$ cat src/rtl/instr_fetch_ctrl.sv
// Instruction fetch controller: sequences a PC through a combinational instruction
// memory into a valid/ready instruction register, with redirect, halt word and restart.
module instr_fetch_ctrl #(
    parameter int                ADDR_W    = 5,
    parameter int                INST_W    = 13,
    parameter logic [INST_W-1:0] HALT_WORD = '0
) (
    input  logic              clk,
    input  logic              rst,
    input  logic              start,
    input  logic [ADDR_W-1:0] start_addr,
    output logic [ADDR_W-1:0] imem_addr,
    input  logic [INST_W-1:0] imem_data,
    output logic              ir_valid,
    input  logic              ir_ready,
    output logic [INST_W-1:0] ir,
    output logic [ADDR_W-1:0] ir_pc,
    input  logic              jump_valid,
    input  logic [ADDR_W-1:0] jump_addr,
    output logic              busy,
    output logic              halted,
    output logic [7:0]        fetch_cnt
);

    typedef enum logic [1:0] {
        IDLE = 2'd0,
        RUN  = 2'd1,
        HALT = 2'd2
    } state_t;

    state_t            state, state_nxt;
    logic [ADDR_W-1:0] pc, pc_nxt;
    logic [ADDR_W-1:0] ir_pc_nxt;
    logic [INST_W-1:0] ir_nxt;
    logic              ir_valid_nxt;
    logic [7:0]        cnt_nxt;
    logic              slot_free;
    logic              is_halt;

    // The register may take a new instruction when empty or when it is being consumed.
    assign slot_free = !ir_valid || ir_ready;
    assign is_halt   = (imem_data == HALT_WORD);

    always_comb begin
        // NOTE: every output of this block gets a hold value first, so no path
        // through the case statement can leave one unassigned and infer a latch.
        state_nxt    = state;
        pc_nxt       = pc;
        ir_nxt       = ir;
        ir_pc_nxt    = ir_pc;
        ir_valid_nxt = ir_valid;
        cnt_nxt      = fetch_cnt;

        case (state)
            IDLE, HALT: begin
                if (start) begin
                    pc_nxt       = start_addr;
                    ir_valid_nxt = 1'b0;
                    cnt_nxt      = 8'd0;
                    state_nxt    = RUN;
                end
            end

            RUN: begin
                if (jump_valid) begin
                    // Redirect flushes the register, even if it is being accepted now.
                    pc_nxt       = jump_addr;
                    ir_valid_nxt = 1'b0;
                end else if (slot_free) begin
                    if (is_halt) begin
                        ir_valid_nxt = 1'b0;
                        state_nxt    = HALT;
                    end else begin
                        ir_nxt       = imem_data;
                        ir_pc_nxt    = pc;
                        ir_valid_nxt = 1'b1;
                        pc_nxt       = pc + ADDR_W'(1);
                        cnt_nxt      = (fetch_cnt == 8'hff) ? fetch_cnt : fetch_cnt + 8'd1;
                    end
                end
            end

            default: begin
                state_nxt    = IDLE;
                ir_valid_nxt = 1'b0;
            end
        endcase
    end

    // NOTE: state registers use non-blocking assignments so every flop samples
    // the pre-edge values, independent of statement order.
    always_ff @(posedge clk or posedge rst) begin
        if (rst) begin
            state     <= IDLE;
            pc        <= '0;
            ir        <= '0;
            ir_pc     <= '0;
            ir_valid  <= 1'b0;
            fetch_cnt <= 8'd0;
        end else begin
            state     <= state_nxt;
            pc        <= pc_nxt;
            ir        <= ir_nxt;
            ir_pc     <= ir_pc_nxt;
            ir_valid  <= ir_valid_nxt;
            fetch_cnt <= cnt_nxt;
        end
    end

    assign imem_addr = pc;
    assign busy      = (state == RUN);
    assign halted    = (state == HALT);

endmodule

$ cat config.mk
export PLATFORM = sky130hd
export DESIGN_NAME = instr_fetch_ctrl
export DESIGN_NICKNAME = d
export VERILOG_FILES = /design/src/rtl/instr_fetch_ctrl.sv
export SDC_FILE = /design/constraint.sdc
export NUM_CORES = 1
export LEC_CHECK = 0
export CORE_AREA = 5 5 86 56
export CTS_BUF_LIST = sky130_fd_sc_hd__clkbuf_8
export CTS_CLUSTER_SIZE = 24
export DETAILED_ROUTE_END_ITERATION = 7
export DIE_AREA = 0 0 91 61
export HOLD_SLACK_MARGIN = 0.1
export PLACE_DENSITY = 0.82
export REMOVE_ABC_BUFFERS = 1
export SLEW_MARGIN = 25
export SYNTH_ARGS = -nofsm -noshare
export SYNTH_HDL_FRONTEND = slang
export SYNTH_SLANG_ARGS = --single-unit
$ cat constraint.sdc
create_clock -name clk -period 2.14 [get_ports clk]
set_input_delay 0.428 -clock clk [delete_from_list [all_inputs] [get_ports clk]]
set_output_delay 0.428 -clock clk [all_outputs]
set_load 0.005 [all_outputs]
==> results of run 1 <==
## report_power, final
part | leakage, nW | total, mW | internal, mW | switching (mW)
Combinational | 0.720 | 0.969 | 0.651 | 0.318
Sequential | 0.410 | 1.03 | 0.827 | 0.198
Clock | 0.0466 | 0.426 | 0.214 | 0.211
Total | 1.18 | 2.42 | 1.69 | 0.728
## metrics by stage
| step | hold WS, ns | std cells | instance area [sq um] |
|---|---|---|---|
| floorplan | 0.497 | 155 | 1760 |
| global placement | 0.488 | 285 | 2590 |
| detailed placement | 0.498 | 285 | 2590 |
| CTS | 0.514 | 292 | 2660 |
| global route | 0.528 | 292 | 2680 |
| finish | 0.509 | 292 | 2680 |
## cell type report
type / instances / area [sq um] / share of cell area [%]
Clock buffer: 5 / 68.8 / 2.57
Clock inverter: 2 / 7.51 / 0.281
Inverter: 4 / 15.0 / 0.561
Multi-Input combinational cell: 117 / 905 / 33.8
Sequential cell: 34 / 851 / 31.8
Tap cell: 50 / 62.6 / 2.34
Timing Repair Buffer: 80 / 766 / 28.6
## synthesized netlist by cell type (all sizes together) (2+ instances only)
cell	n
or3	5
o21ai	15
buf	4
nor3	4
o22ai	2
mux2	18
nor2	5
nand4	2
nor2b	4
clkbuf	3
dfrtp	34
o211ai	2
nand2	17
and4	2
mux2i	2
o31a	2
inv	3
nor4	2
nor3b	2
nand3	9
nand2b	3
a21oi	4
ha	2
## cell usage in the layout, fill, tap and decap left out, drive strengths merged, types with 2 or more instances in the layout
| cell type | synthesis | final |
|---|---|---|
| ha | 2 | 2 |
| nor3b | 2 | 2 |
| nor3 | 4 | 4 |
| o31a | 2 | 2 |
| clkdlybuf4s50 | 0 | 61 |
| nand4 | 2 | 2 |
| o211ai | 2 | 2 |
| nand2 | 17 | 17 |
| a21oi | 4 | 4 |
| o22ai | 2 | 2 |
| mux2i | 2 | 2 |
| or3 | 5 | 5 |
| nor2b | 4 | 4 |
| nor2 | 5 | 5 |
| o21ai | 15 | 15 |
| nor4 | 2 | 2 |
| mux2 | 18 | 18 |
| clkbuf | 3 | 5 |
| inv | 3 | 5 |
| and4 | 2 | 2 |
| buf | 4 | 19 |
| dfrtp | 34 | 34 |
| nand2b | 3 | 3 |
| nand3 | 9 | 9 |
## state kept, by name (all words and copies together), names as in the netlist
signal     count
ir            13
state          2
ir_pc          5
imem_addr      5
fetch_cnt      8
ir_valid       1
## per-layer routing
layer	wire [um]	GRT usage, %
met5	0	0
met4	40	4.81
met3	348	5.33
met2	2100	28.2
met1	2250	24.4
## cells by family (layout without fill, tap and decap cells)
kind of cell | count (synthesis) | in the layout
flops | 34 | 34
mux | 20 | 20
compound gates | 34 | 34
buf+inv | 11 | 91
simple gates | 60 | 60
fa+ha+maj | 2 | 2
xor+xnor | 1 | 1
## repair_timing
item / 4_1_cts / 5_1_grt
resized for setup: 0 / 2
hold buffers: 0 / 0
setup endpoints to repair: 0 / 20
## path summary, 6_finish.rpt
path                                            end                startpoint
hold reg to reg                   ir[1]$_DFFE_PP0P_         ir[1]$_DFFE_PP0P_
setup / recovery           fetch_cnt[7]$_DFFE_PP0P_              imem_data[1]
max in group asynchronous         ir[8]$_DFFE_PP0P_                       rst
setup reg to reg           fetch_cnt[4]$_DFFE_PP0P_  fetch_cnt[0]$_DFFE_PP0P_
min in group asynchronous      state[1]$_DFFE_PP0P_                       rst
hold / removal                    ir[1]$_DFFE_PP0P_         ir[1]$_DFFE_PP0P_
## critical path, delay by kind of cell
kind,cells,cell delay [ns]
buf+inv,2,0.69
simple gates,4,1.05
compound gates,1,0.08
==> impl_metrics.env, run 1 <==
export IMPL_first_iter_violations=90
export IMPL_synth_top_area_share_pct=47.2
export IMPL_grt_pass1_vias=1600
export IMPL_clockBufferDepth=2
export IMPL_cts_setup_buffers=0
export IMPL_synth_compound_area_share_pct=12.6
export IMPL_numCtsBuffers=5
export IMPL_num_io_pins=62
export IMPL_crit_chain="clkdlybuf4s50_1 > nor4_1 > and4_1 > or3_4 > buf_4 > or3_1 > o21ai_1"
export IMPL_fmaxAchievable_mhz=489
export IMPL_synthMuxAreaShare_pct=15.9
export IMPL_dp_hpwl_mm=3.54
export IMPL_nets=272
export IMPL_final_util_pct=67.9
export IMPL_insertion_delay_ns=0.28
export IMPL_synthFlopType="dfrtp_1"
export IMPL_min_period_ns=2.04
export IMPL_n_antenna_cell=0
export IMPL_final_antenna_net_count=0
export IMPL_maxSlewViolCount=0
export IMPL_fillers=305
export IMPL_cp_max_fo=8
export IMPL_syn2layout_area_growth_pct=48.4
export IMPL_die_area_sq_um=5550
export IMPL_setup_viol=0
export IMPL_fp_dieW_um=91
export IMPL_vias=1585
export IMPL_cp_arrival_ns=2.26
export IMPL_hold_viol=0
export IMPL_reg2reg_depth=6
export IMPL_required_ns=2.35
export IMPL_tns_ns=0
export IMPL_max_slew_margin_pct=71.3
export IMPL_synth_simple_gate_area_share_pct=19.2
export IMPL_pre_cts_slack_ns=-0.272
export IMPL_clock_sinks=34
export IMPL_gp_congestion=0.848
export IMPL_h_tree_depth=2
export IMPL_drive_gt1_share_pct=20.7
export IMPL_synth_seq_area_share_pct=47.2
export IMPL_synth_edf_count=0
export IMPL_leakagePower_nw=1.18
export IMPL_grt_max_degree=35
export IMPL_finalCritPeriodShare_pct=95.6
export IMPL_rrSetupSlack_ns=0.21
export IMPL_skew_ns=0.0109
export IMPL_ir_worst_vdd_v=0.000550
export IMPL_cp_slowest_stage_delay_ns=0.49
export IMPL_rsz0062_at_grt="false"
export IMPL_yosys_area_share_xor_xnor_pct=0.486
export IMPL_p_per_area_nw_per_um2=905
export IMPL_grt_pass1_wl_mm=7.72
export IMPL_synth_area_per_cell_sq_um=11.1
export IMPL_drc=0
export IMPL_tightest_slew_ns=0.431
export IMPL_status="finished, final reports clean"
export IMPL_synth_top_family_by_area="simple AND/OR/NAND/NOR gates"
export IMPL_yosys_area_top_type="dfrtp_1"
export IMPL_wirelength_mm=4.73
export IMPL_startpoint_type="primary input"
export IMPL_async_flop_share_pct=100
export IMPL_hold_path_class="reg -> reg"
export IMPL_worst_path_max_delay_cell="clkdlybuf4s50_1"
export IMPL_ys_types=45
export IMPL_synth_adder_area_share_pct=1.39
export IMPL_start_util_pct=45.7
export IMPL_placement_rows=18
export IMPL_synth_warnings=0
export IMPL_core_area_sq_um=3940
export IMPL_ys_ff_latch=34
export IMPL_setup_ws_ns=0.0950
export IMPL_viasPerCell=5.43
export IMPL_clk_pin_slew_ns=0.07
export IMPL_power_mw=2.42
export IMPL_drv_cap=0
export IMPL_setup_worst_path_end_class="flop"
export IMPL_grt_total_usage_pct=17.9
export IMPL_netlist_area_sq_um=1800
export IMPL_die_h_um=61
export IMPL_firstDrtPassIters=4
export IMPL_path_class="in -> reg"
export IMPL_post_drt_wl_per_cell_um=16.2
export IMPL_cts_root_buf="clkbuf_8"
export IMPL_antenna_found_initial=0
export IMPL_grt_overflow=0
export IMPL_min_path_cells=1
export IMPL_cts_tree="done"
export IMPL_place_port_buffers=61
export IMPL_synthTopCellsByArea="dfrtp_1 (47%), mux2_4 (14%), nand2_1 (3.5%)"
export IMPL_synth_cells=162
Power figures use the tool's default switching activity.
==> run 2, diff against run 1 <==
--- a/config.mk
+++ b/config.mk
@@ -12,8 +12,7 @@
 export DIE_AREA = 0 0 91 61
 export HOLD_SLACK_MARGIN = 0.1
 export PLACE_DENSITY = 0.82
-export REMOVE_ABC_BUFFERS = 1
-export SLEW_MARGIN = 25
+export SLEW_MARGIN = 20
 export SYNTH_ARGS = -nofsm -noshare
 export SYNTH_HDL_FRONTEND = slang
 export SYNTH_SLANG_ARGS = --single-unit
==> run 2 against run 1 <==
Clock-buffer cell count is the same. Worst hold slack better by 0.012 ns. Clock power up 69%. Sequential power hardly changed. Cell area rose by 3.2%. Register-to-register slack worse by 0.02 ns. Non-clock buffer count grew 3. Setup slack improved by 0.0090 ns. Critical endpoint is now state[0]$_DFFE_PP0P_. Largest cell class unchanged.
==> impl_metrics.env, run 2 (synthesis gave the netlist of run 1 again) <==
export IMPL_multi_input_area_sq_um=920
export IMPL_ir_worst_vdd_v=0.000571
export IMPL_cts_root_buf="clkbuf_8"
export IMPL_cts_tree="done"
export IMPL_rsz0062_at_grt="false"
export IMPL_dpl_cell_area_sq_um=2590
export IMPL_cp_max_fo=3
export IMPL_final_common_cell="clkdlybuf4s50_1"
export IMPL_place_port_buffers=61
export IMPL_post_drt_wl_per_cell_um=17.1
export IMPL_setup_viol=0
export IMPL_num_io_pins=62
export IMPL_min_period_ns=2.04
export IMPL_drv_cap=0
export IMPL_crit_chain="clkdlybuf4s50_1 > nor4_4 > buf_4 > nand4_1 > or3_1 > a22o_1"
export IMPL_dp_hpwl_mm=3.81
export IMPL_top_register="ir"
export IMPL_syn2layout_area_growth_pct=53.2
export IMPL_timing_rr_end="fetch_cnt[4]$_DFFE_PP0P_"
export IMPL_dp_cells=287
export IMPL_fp_dieW_um=91
export IMPL_maxSlewViolCount=0
export IMPL_tns_ns=0
export IMPL_grt_max_degree=35
export IMPL_hold_viol=0
export IMPL_p_per_area_nw_per_um2=988
export IMPL_firstDrtPassIters=4
export IMPL_numCtsBuffers=5
export IMPL_placement_rows=18
export IMPL_clock_sinks=34
export IMPL_hold_path_class="reg -> reg"
export IMPL_cp_arrival_ns=2.21
export IMPL_h_tree_depth=2
export IMPL_ctsHoldBuffers=0
export IMPL_power_mw=2.73
export IMPL_path_buf_inv=2
export IMPL_min_from="ir[5]$_DFFE_PP0P_"
export IMPL_viasPerCell=5.37
export IMPL_syn_nets=192
export IMPL_required_ns=2.32
export IMPL_cp_slowest_stage_delay_ns=0.48
export IMPL_leakagePower_nw=1.21
export IMPL_antenna_found_initial=0
export IMPL_drive_gt1_share_pct=23.2
export IMPL_reg_top3="ir: 13 flops, fetch_cnt: 8 flops"
export IMPL_reg2reg_depth=6
export IMPL_whs_endpoint="ir[5]$_DFFE_PP0P_"
export IMPL_grt_overflow=0
export IMPL_clockBufferDepth=2
export IMPL_fin_area_sq_um=2760
export IMPL_max_slew_margin_pct=71.1
export IMPL_worst_path_max_delay_cell="clkdlybuf4s50_1"
export IMPL_start_util_pct=45.7
export IMPL_grt_pass1_wl_mm=8.29
export IMPL_rrSetupSlack_ns=0.19
export IMPL_tightest_slew_ns=0.434
export IMPL_final_util_pct=70.1
export IMPL_n_antenna_cell=0
export IMPL_first_iter_violations=101
export IMPL_fmaxAchievable_mhz=491
export IMPL_fillers=274
export IMPL_skew_ns=0.00292
export IMPL_final_antenna_net_count=0
export IMPL_grt_pass1_vias=1618
export IMPL_clk_pin_slew_ns=0.07
export IMPL_status="finished, final reports clean"
export IMPL_wirelength_mm=5.06
export IMPL_largest_reg_flops=13
export IMPL_die_h_um=61
export IMPL_die_area_sq_um=5550
export IMPL_gp_congestion=0.784
export IMPL_finalCritPeriodShare_pct=95.1
export IMPL_startpoint_type="primary input"
export IMPL_mostFrequentLayoutCells="clkdlybuf4s50_1 (61), dfrtp_1 (34), buf_4 (22)"
export IMPL_stdcell_count=296
export IMPL_drc=0
export IMPL_path_class="in -> reg"
export IMPL_grt_total_usage_pct=19.1
export IMPL_min_path_cells=1
export IMPL_seqCellArea_sq_um=851
export IMPL_cpLargestDelayFamily="simple AND/OR/NAND/NOR gates"
export IMPL_nets=275
export IMPL_insertion_delay_ns=0.29
export IMPL_setup_worst_path_end_class="flop"
export IMPL_core_area_sq_um=3940
export IMPL_vias=1589
export IMPL_r2r_start="fetch_cnt[0]$_DFFE_PP0P_"
[run 2: changes by cell type in the layout (fill, tap and decap cells not counted)]
cell,before,now
buf_4,18,22
bufinv_16,0,2
inv_1,4,2
buf_12,1,0
clkinv_4,0,1
nor4_1,1,0
nor4_4,0,1
[run 2: worst max-delay path by stage]
stage                       start                       end  slack, ns  depth (start not counted)
finish              imem_data[12]      state[0]$_DFFE_PP0P_       0.10                          6
global route        imem_data[12]      state[0]$_DFFE_PP0P_       0.05                          6
CTS                  imem_data[4]  fetch_cnt[3]$_DFFE_PP0P_       0.06                          7
detailed placement   imem_data[1]  fetch_cnt[3]$_DFFE_PP0P_      -0.31                          7
global placement     imem_data[4]  fetch_cnt[3]$_DFFE_PP0P_      -0.18                          7
floorplan            imem_data[4]         ir[0]$_DFFE_PP0P_       0.28                          6
[run 2: worst register-to-register path: cells and delay by family (launching register included)]
kind	cells	cell delay, ns
AND/OR/NAND/NOR	3	0.74
flip-flops	1	0.44
AO/OA/AOI/OAI	2	0.39
adder cells (fa/ha/maj)	1	0.26
[run 2: repair_timing]
item                                    in CTS  in global routing
buffers inserted                             0                  1
gates cloned                                 0                  0
pin swaps                                    0                  2
gates resized for setup                      1                  3
endpoints found under the setup margin       2                 19
[run 2: layer usage]
| layer | share of wire, % | GRT usage, % | vias to the layer above |
|---|---|---|---|
| met5 | 0 | 0 | - |
| met4 | 1.0 | 5.65 | 0 |
| met3 | 7.8 | 5.33 | 8 |
| met2 | 43 | 29.7 | 68 |
| met1 | 48 | 26.5 | 750 |
| li1 | - | - | 763 |
[run 2: area by class of cell]
class                           instances  area share [%]
Multi-Input combinational cell        117            33.3
Sequential cell                        34            30.8
Timing Repair Buffer                   83            28.1
Clock buffer                            5            2.49
Clock inverter                          3            2.49
Tap cell                               50            2.27
Inverter                                4           0.544
[run 2: where the power goes]
group | switching (mW) | internal (mW) | leakage, nW
clock | 0.251 | 0.467 | 0.0683
sequential | 0.203 | 0.826 | 0.410
combinational | 0.327 | 0.653 | 0.732
[run 2: metrics by stage]
stage / worst slack, ns / hold slack (ns)
finish: 0.104 / 0.522
global route: 0.0498 / 0.537
CTS: 0.0567 / 0.524
detailed placement: -0.310 / 0.499
global placement: -0.185 / 0.492
floorplan: 0.278 / 0.496
